$ cat config.mk
export PLATFORM = sky130hd
export DESIGN_NAME = csrs_access
export DESIGN_NICKNAME = d
export VERILOG_FILES = /design/src/rtl/csrs_pkg.sv /design/src/rtl/csrs_alu.sv /design/src/rtl/csrs_access.sv
export SDC_FILE = /design/constraint.sdc
export NUM_CORES = 1
export LEC_CHECK = 0
export ABC_CLOCK_PERIOD_IN_PS = 1800
export BUFFER_PORTS_ARGS = -buffer_cell sky130_fd_sc_hd__buf_2
export CAP_MARGIN = 10
export CORE_MARGIN = 3
export CORE_UTILIZATION = 49
export CTS_CLUSTER_SIZE = 16
export DETAILED_ROUTE_END_ITERATION = 8
export PLACE_DENSITY = 0.76
export SLEW_MARGIN = 40
export SYNTH_ARGS = -nofsm -noshare
export SYNTH_HDL_FRONTEND = slang
export SYNTH_SLANG_ARGS = --single-unit
$ cat constraint.sdc
create_clock -name CLK -period 1.8 [get_ports CLK]
set_input_delay 0.27 -clock CLK [delete_from_list [all_inputs] [get_ports CLK]]
set_output_delay 0.27 -clock CLK [all_outputs]
set_load 0.03 [all_outputs]
$ cat src/rtl/csrs_pkg.sv
// Shared definitions for the CSR access sequencer: funct3 encodings, FSM states,
// the read-only address field and the data width.
package csrs_pkg;

  localparam int DATA_W = 32;

  localparam logic [2:0] OP_RW  = 3'b001;
  localparam logic [2:0] OP_RS  = 3'b010;
  localparam logic [2:0] OP_RC  = 3'b011;
  localparam logic [2:0] OP_RWI = 3'b101;
  localparam logic [2:0] OP_RSI = 3'b110;
  localparam logic [2:0] OP_RCI = 3'b111;

  // CSR addresses with [11:10] == 2'b11 are read-only
  localparam logic [1:0] RO_FIELD = 2'b11;

  typedef enum logic [2:0] {
    ST_IDLE  = 3'd0,
    ST_READ  = 3'd1,
    ST_WAIT  = 3'd2,
    ST_WRITE = 3'd3,
    ST_RESP  = 3'd4
  } state_t;

  function automatic logic op_is_swap(input logic [2:0] op);
    return (op == OP_RW) || (op == OP_RWI);
  endfunction

  function automatic logic op_is_legal(input logic [2:0] op);
    return op_is_swap(op) || (op == OP_RS) || (op == OP_RC) ||
           (op == OP_RSI) || (op == OP_RCI);
  endfunction

  // A swap into x0 skips the read so the CSR sees no read side effects
  function automatic logic csr_do_read(input logic [2:0] op, input logic rd_nz);
    return !(op_is_swap(op) && !rd_nz);
  endfunction

  function automatic logic csr_do_write(input logic [2:0] op, input logic src_nz);
    return op_is_swap(op) || src_nz;
  endfunction

endpackage

$ cat src/rtl/csrs_alu.sv
// New CSR value from the old value and the source operand (swap / set / clear).
module csrs_alu
  import csrs_pkg::*;
(
  input  logic [2:0]        op,
  input  logic [DATA_W-1:0] old,
  input  logic [DATA_W-1:0] src,
  output logic [DATA_W-1:0] wdata
);

  always_comb begin
    wdata = '0;
    case (op)
      OP_RW, OP_RWI: wdata = src;
      OP_RS, OP_RSI: wdata = old | src;
      OP_RC, OP_RCI: wdata = old & ~src;
      default:       wdata = '0;
    endcase
  end

endmodule

$ cat src/rtl/csrs_access.sv
// CSR instruction sequencer: read, modify and write one CSR bank entry per request.
//
// state | meaning
// IDLE  | ready for a request
// READ  | one-cycle bank read strobe
// WAIT  | waiting for bank read data, bounded by READ_TIMEOUT
// WRITE | one-cycle bank write strobe with the new value
// RESP  | result held until consumed
module csrs_access
  import csrs_pkg::*;
#(
  parameter int READ_TIMEOUT = 15
) (
  input  logic              CLK,
  input  logic              RST,
  input  logic              REQ_VALID,
  output logic              REQ_READY,
  input  logic [2:0]        REQ_OP,
  input  logic [11:0]       REQ_ADDR,
  input  logic [DATA_W-1:0] REQ_SRC,
  input  logic              REQ_SRC_NZ,
  input  logic              REQ_RD_NZ,
  output logic              RES_VALID,
  input  logic              RES_READY,
  output logic [DATA_W-1:0] RES_DATA,
  output logic              RES_ERR,
  output logic              CSR_RDEN,
  output logic [11:0]       CSR_RADDR,
  input  logic              CSR_RVALID,
  input  logic [DATA_W-1:0] CSR_RDATA,
  output logic              CSR_WREN,
  output logic [11:0]       CSR_WADDR,
  output logic [DATA_W-1:0] CSR_WDATA
);

  localparam int CW = $clog2(READ_TIMEOUT + 1);
  localparam logic [CW-1:0] TO_LAST = CW'(READ_TIMEOUT - 1);

  state_t            state;
  logic [2:0]        op_q;
  logic [11:0]       addr_q;
  logic [DATA_W-1:0] src_q;
  logic [DATA_W-1:0] old_q;
  logic              src_nz_q;
  logic              rd_nz_q;
  logic [CW-1:0]     wait_cnt;

  logic              req_do_read;
  logic              req_do_write;
  logic              req_illegal;
  logic              do_read_q;
  logic              do_write_q;

  logic [2:0]        alu_op;
  logic [DATA_W-1:0] alu_old;
  logic [DATA_W-1:0] alu_src;
  logic [DATA_W-1:0] alu_wdata;

  assign req_do_read  = csr_do_read(REQ_OP, REQ_RD_NZ);
  assign req_do_write = csr_do_write(REQ_OP, REQ_SRC_NZ);
  assign req_illegal  = !op_is_legal(REQ_OP) ||
                        (req_do_write && (REQ_ADDR[11:10] == RO_FIELD));
  assign do_read_q    = csr_do_read(op_q, rd_nz_q);
  assign do_write_q   = csr_do_write(op_q, src_nz_q);

  // Write-only requests compute straight from the inputs with an old value of zero
  assign alu_op  = (state == ST_IDLE) ? REQ_OP  : op_q;
  assign alu_src = (state == ST_IDLE) ? REQ_SRC : src_q;
  assign alu_old = (state == ST_WAIT) ? CSR_RDATA : '0;

  csrs_alu u_alu (
    .op    (alu_op),
    .old   (alu_old),
    .src   (alu_src),
    .wdata (alu_wdata)
  );

  assign REQ_READY = (state == ST_IDLE);
  assign CSR_RADDR = addr_q;
  assign CSR_WADDR = addr_q;

  always_ff @(posedge CLK or negedge RST) begin
    if (!RST) begin
      state     <= ST_IDLE;
      op_q      <= '0;
      addr_q    <= '0;
      src_q     <= '0;
      old_q     <= '0;
      src_nz_q  <= 1'b0;
      rd_nz_q   <= 1'b0;
      wait_cnt  <= '0;
      RES_VALID <= 1'b0;
      RES_DATA  <= '0;
      RES_ERR   <= 1'b0;
      CSR_RDEN  <= 1'b0;
      CSR_WREN  <= 1'b0;
      CSR_WDATA <= '0;
    end else begin
      CSR_RDEN <= 1'b0;
      CSR_WREN <= 1'b0;
      case (state)
        ST_IDLE: begin
          if (REQ_VALID) begin
            op_q     <= REQ_OP;
            addr_q   <= REQ_ADDR;
            src_q    <= REQ_SRC;
            src_nz_q <= REQ_SRC_NZ;
            rd_nz_q  <= REQ_RD_NZ;
            old_q    <= '0;
            wait_cnt <= '0;
            if (req_illegal) begin
              state     <= ST_RESP;
              RES_VALID <= 1'b1;
              RES_ERR   <= 1'b1;
              RES_DATA  <= '0;
            end else if (req_do_read) begin
              state    <= ST_READ;
              CSR_RDEN <= 1'b1;
            end else begin
              state     <= ST_WRITE;
              CSR_WREN  <= 1'b1;
              CSR_WDATA <= alu_wdata;
            end
          end
        end
        ST_READ: begin
          state    <= ST_WAIT;
          wait_cnt <= '0;
        end
        ST_WAIT: begin
          if (CSR_RVALID && do_read_q) begin
            old_q <= CSR_RDATA;
            if (do_write_q) begin
              state     <= ST_WRITE;
              CSR_WREN  <= 1'b1;
              CSR_WDATA <= alu_wdata;
            end else begin
              state     <= ST_RESP;
              RES_VALID <= 1'b1;
              RES_ERR   <= 1'b0;
              RES_DATA  <= CSR_RDATA;
            end
          end else if (wait_cnt == TO_LAST) begin
            state     <= ST_RESP;
            RES_VALID <= 1'b1;
            RES_ERR   <= 1'b1;
            RES_DATA  <= '0;
          end else begin
            wait_cnt <= wait_cnt + 1'b1;
          end
        end
        ST_WRITE: begin
          state     <= ST_RESP;
          RES_VALID <= 1'b1;
          RES_ERR   <= 1'b0;
          RES_DATA  <= old_q;
        end
        ST_RESP: begin
          if (RES_READY) begin
            state     <= ST_IDLE;
            RES_VALID <= 1'b0;
            RES_ERR   <= 1'b0;
            RES_DATA  <= '0;
          end
        end
        default: state <= ST_IDLE;
      endcase
    end
  end

endmodule
# After elaboration in Yosys (flattened, before gate mapping)

Cells that the tools add are included.

Flip-flop bits (word level): 156
Bits of input ports: 86
Output and inout bits: 93
Logic and storage cells: 131

Add/subtract/negate cells: 1
Equality and inequality tests: 31
Multiplexer cells: 52
Bitwise operators: 3
Reductions and logical operators: 30

Operators by type and width:

| operator            | number |
|---|---|
| $mux 32             | 15 |
| $pmux 32 s2         | 2 |
| $pmux 32 s4         | 1 |
| $pmux 32 s3         | 1 |
| $and 32x32->32      | 1 |
| $not 32->32         | 1 |
| $or 32x32->32       | 1 |
| $eq 3x3->1 const B  | 8 |
| $mux 3              | 7 |
| $eq 3x2->1 const B  | 6 |
| $mux 1              | 17 |
| $pmux 3 s5          | 1 |
| $eq 3x1->1 const B  | 4 |
| $mux 4              | 3 |
| $ne 2x2->1 const B  | 6 |
| $pmux 4 s3          | 1 |
| $reduce_and 6->1    | 2 |
| $logic_or 1x1->1    | 9 |
| $pmux 1 s4          | 2 |
| $ne 2x1->1 const B  | 3 |
| $reduce_and 3->1    | 2 |
| $reduce_or 2->1     | 3 |
| $add 4x1->4 const B | 1 |
| $eq 4x4->1 const B  | 1 |
| 13 further kinds    | 19 |

# Logic depth before layout (Yosys ltp)

Depth after elaboration: 11
Gate-level depth with buffers: 9
Gate-level depth less buffers: 7

# Modules after synthesis

A second synthesis with hierarchy kept.

Cells, all modules: 807
Area, all modules: 8,271.7 um2

Modules (own cells, without submodules):

| module      | instances | cells each | area an instance (um2) | seq. area each (um2) |
|---|---|---|---|---|
| csrs_access | 1         | 698        | 7,460.9                | 3,903.7 |
| csrs_alu    | 1         | 109        | 810.8                  | 0.0 |

# Worst setup path after synthesis

OpenSTA, ideal clock, no wires.

Path kind: register to register
From: register state[0]
To: register RES_DATA[10]
Arrival: 1.753 ns
Data required time: 1.675 ns
Slack: -0.078 ns
Stages on the path, launching flop included: 8
Buffers on the path: 2
Period minus slack after synthesis: 1.878 ns
Cells stage by stage: dfrtp_1 buf_6 or3_4 nor2_2 a22oi_4 nand3_4 buf_12 mux2_4

Cells in the longest elaborated chain, start to end: 3
Elaborated cells on any way between the ends: 12

RTL lines:

| element                                      | RTL line           | text |
|---|---|---|
| start: declaration                           | csrs_access.sv:39  | `state_t state;` |
| start signal: assignment                     | csrs_access.sv:84  | `state <= ST_IDLE;` |
| start signal: assignment                     | csrs_access.sv:112 | `state <= ST_RESP;` |
| start signal: assignment                     | csrs_access.sv:117 | `state <= ST_READ;` |
| $eq 3x2->1 (tied with other cells)           | csrs_access.sv:101 | `case (state)` |
| $ne 3x1->1 (no line) (tied with other cells) | -                  |  |
| $reduce_and 6->1 (no line)                   | -                  |  |
| end signal: assignment                       | csrs_access.sv:156 | `RES_DATA <= old_q;` |
| end: declaration                             | csrs_access.sv:25  | `output logic [DATA_W-1:0] RES_DATA,` |

Several ways; a longest one is shown, not always the timed one.
A chain may end at the register's enable or synchronous reset.

# Final worst setup path

From: register state[0]
To: register CSR_WDATA[21]

Cells in the longest elaborated chain, start to end: 9
Elaborated cells on any way between the ends: 31

RTL lines:

| element                                                  | RTL line                                                 | text |
|---|---|---|
| $logic_not 3->1                                          | csrs_access.sv:67, csrs_access.sv:68, csrs_access.sv:101 |  |
| $mux 3 / $mux 32 (equally long branches)                 | csrs_access.sv:67, csrs_access.sv:68                     |  |
| $eq 3x2->1 (tied with other cells)                       | csrs_alu.sv:13                                           | `case (op)` |
| $reduce_or 2->1 / $and 32x32->32 (equally long branches) | csrs_alu.sv:13, csrs_alu.sv:16                           |  |
| $pmux 32 s3                                              | csrs_alu.sv:13                                           |  |
| $mux 32                                                  | csrs_access.sv:116                                       | `end else if (req_do_read) begin` |
| $mux 32                                                  | csrs_access.sv:111                                       | `if (req_illegal) begin` |
| $mux 32                                                  | csrs_access.sv:103                                       | `if (REQ_VALID) begin` |
| $pmux 32 s2                                              | csrs_access.sv:101                                       |  |
| end signal: assignment                                   | csrs_access.sv:122                                       | `CSR_WDATA <= alu_wdata;` |
| end signal: assignment                                   | csrs_access.sv:136                                       | `CSR_WDATA <= alu_wdata;` |
| end: declaration                                         | csrs_access.sv:33                                        | `output logic [DATA_W-1:0] CSR_WDATA` |

Several ways; a longest one is shown, not always the timed one. The select of a mux whose other input is x is not followed.

==> run summary <==
Overall die area -> 0.0178 mm²
DR vias/cell -> 5.43
Layout cells sized above 1 -> 50.3%
Fin crit share -> 108%
Syn Std Cell Area -> 0.00796 mm²
Avg Cell Area, Syn -> 11.4 µm²
Slew Limit Fails -> 0
Max Cap Viol -> 0
TritonCTS clock tree -> done
Cell variety after synth -> 57
Number of global-route vias before repair -> 6133
WL/cell -> 18.8 µm
Maximum vdd drop -> 0.00127 V
RSZ-0062 raised after global routing -> true
Layout Nets -> 1002
First-pass GRT wire length -> 32100 µm
Area after DPL -> 0.00924 mm²
Highest-count cells in the layout ignoring fill and taps -> buf_2, dfrtp_1, nand2_1
Sequential fraction of the synthesis area -> 48.7%
Max FO, Critical Path -> 6
Core area -> 0.0155 mm²
Clock Latency Late Sink -> 0.43 ns
Initial antenna violation count -> 0
Post-DRT Antenna Nets -> 0
Outcome -> complete, but fails checks
Simple logic cell fraction of the synthesized area -> 13.0%
Clock transition at path regs -> 0.06 ns
First-pass DRT Iterations -> 5
Fmax -> 515 MHz
Antenna cells -> 0
Ys Warns -> 0
DP Cell Count -> 1082
Die W -> 133 µm
Largest net degree at the start of global routing -> 51
CP Capture Type -> flip-flop
Xor/xnor share of the synthesized area -> 0.110%
Commonest non-fill, non-tap cell in the layout -> buf_2
Setup WS post-layout -> -0.141 ns
Die Ht -> 133 µm
GRT Residual Overflow -> 0
I/O Buffers -> 177
Via Count -> 6174
Post-Synth Adder-Cell Area -> 0.314%
CTS root buf -> clkbuf_16
Post-synth top flop -> dfrtp_1
Clock sink count -> 155
Setup crit start kind -> flip-flop
Initial Utilization -> 51.2%
# rows -> 45
Gate Count Post-Synth -> 701
Worst Path Class, Setup -> reg2reg
Total global-route track usage -> 22.8%
Post-synthesis compound-gate area fraction -> 8.82%
CTS H-tree depth -> 4
Residual DRC count -> 0
Fin cells -> 1137
Final hold vios -> 0
Seq cells post-synth -> 155
Post-Layout Inst Area -> 0.0107 mm²
PwrDens -> 2020 mW/mm²
Minimum clock period -> 1.94 ns
Post-Syn Nets -> 789
Min-delay worst type -> in2reg
Setup Skew -> 0.0111 ns
Synth-to-Final Area Change -> 34.5%
Asr flop ratio synth -> 100%
Mux cell area share after synthesis -> 22.1%
Largest family of logic cells by synthesized area -> multiplexers
Post-synth EDFFs -> 0
Num CTS Buffers -> 17
Worst rel slew slack -> 71.3%
GPL Wtd Cong -> 0.844
Arrival time worst endpoint -> 2.25 ns
I/O pin cnt -> 179
Initial DRC count -> 336
# setup viols final -> 64
Routed wire length -> 21400 µm
Req. time, crit path -> 2.10 ns
Failing checks -> negative setup slack
DP HPWL -> 13200 µm
Slew @ Worst Pin -> 0.431 ns
Hold Worst Slack -> 0.0767 ns
Leakage -> 4.93 nW
CTS Buffer Depth -> 2
[kinds of logic after synthesis]
| kind of cell | Yosys count |
|---|---|
| XOR/XNOR | 1 |
| AND/OR/NAND/NOR | 206 |
| buffers and inverters | 70 |
| adder cells (fa/ha/maj) | 2 |
| flip-flops | 155 |
| multiplexers | 142 |
| AO/OA/AOI/OAI | 125 |
[synth_stat cells (2+ instances only)]
cell | n | area [µm²]
o211ai_1 | 3 | 22.5
buf_12 | 5 | 100
o21a_1 | 2 | 15.0
dfrtp_1 | 155 | 3880
inv_1 | 8 | 30.0
buf_2 | 11 | 55.1
and2_1 | 2 | 12.5
o21ai_0 | 40 | 200
buf_8 | 3 | 45.0
buf_4 | 18 | 135
nand2b_1 | 4 | 25.0
nand3b_1 | 32 | 240
nor2_1 | 13 | 48.8
nand2_1 | 109 | 409
a21oi_1 | 40 | 200
mux2_2 | 55 | 619
buf_6 | 10 | 113
mux2_4 | 53 | 796
o21ai_1 | 24 | 120
nand3_1 | 30 | 150
mux2i_1 | 32 | 320
o22ai_1 | 5 | 31.3
ha_1 | 2 | 25.0
clkbuf_1 | 12 | 45.0
[final timing paths]
| path | startpoint | endpoint | slack [ns] | cells after the start |
|---|---|---|---|---|
| max | state[0]$_DFFE_PN0P_ | CSR_WDATA[21]$_DFFE_PN0P_ | -0.14 | 7 |
| min | REQ_ADDR[5] | CSR_RADDR[5]$_DFFE_PN0P_ | 0.08 | 2 |
| max reg2reg | state[0]$_DFFE_PN0P_ | CSR_WDATA[21]$_DFFE_PN0P_ | -0.14 | 7 |
| min reg2reg | old_q[9]$_DFFE_PN0P_ | old_q[9]$_DFFE_PN0P_ | 0.48 | 2 |
| max in group asynchronous | RST | src_q[31]$_DFFE_PN0P_ | 0.77 | 3 |
| min in group asynchronous | RST | src_q[11]$_DFFE_PN0P_ | 0.34 | 2 |
[per-stage QoR]
stage	total power, mW	setup TNS, ns	worst slack (ns)	util, %
2_1_floorplan	12.6	-1.24	-0.0422	-
3_3_place_gp	14.7	-2.42	-0.0725	59.5
3_5_place_dp	15.0	-4.12	-0.111	59.5
4_1_cts	20.5	-6.90	-0.147	66.5
5_1_grt	22.7	-8.89	-0.188	68.9
6_report	21.7	-5.56	-0.141	68.9
[worst max-delay path, stage by stage, from the launching register on]
cell	delay, ns
dfrtp_2	0.42
or3_4	0.42
clkinv_8	0.09
buf_16	0.15
buf_12	0.15
mux2i_2	0.26
o21ai_2	0.07
mux2_4	0.26
[where the power goes]
group	internal [mW]	switching, mW	total [mW]
clock network	2.24	1.43	3.67
registers	4.79	0.886	5.68
logic	5.96	6.34	12.3
[registers in the layout, summed over array words and instances, names as in the netlist]
register and cells:
op_q 2, CSR_WREN 1, src_q 32, state 3
rd_nz_q 1, old_q 32, RES_DATA 32, RES_VALID 1
CSR_RADDR 12, CSR_WDATA 32, wait_cnt 4, RES_ERR 1
src_nz_q 1, CSR_RDEN 1
[layout make-up]
| type | instances | area (µm²) |
|---|---|---|
| clock buffers | 20 | 457 |
| clock inverters | 11 | 144 |
| fillers | 1089 | 4830 |
| inverters | 9 | 46.3 |
| multi-input cells | 476 | 4010 |
| flip-flops and latches | 155 | 3880 |
| well taps | 211 | 264 |
| repair buffers | 255 | 1910 |
[metal layers]
metal  routed length [µm]  part of all wire (%)  GRT usage, %
met4                  293                   1.4          6.06
met1                 8880                    41          29.3
met2                11000                    51          39.5
met5                    0                     0             0
met3                 1220                   5.7          4.76
[what timing repair did]
item,CTS,global route
endpoints found under the setup margin,86,107
gates cloned,3,7
resized for setup,74,59
hold buffers,1,0
endpoints found under the hold margin,41,0
pin swaps,10,19
setup buffers,12,4
No activity file was read; power rests on OpenSTA's default activity.
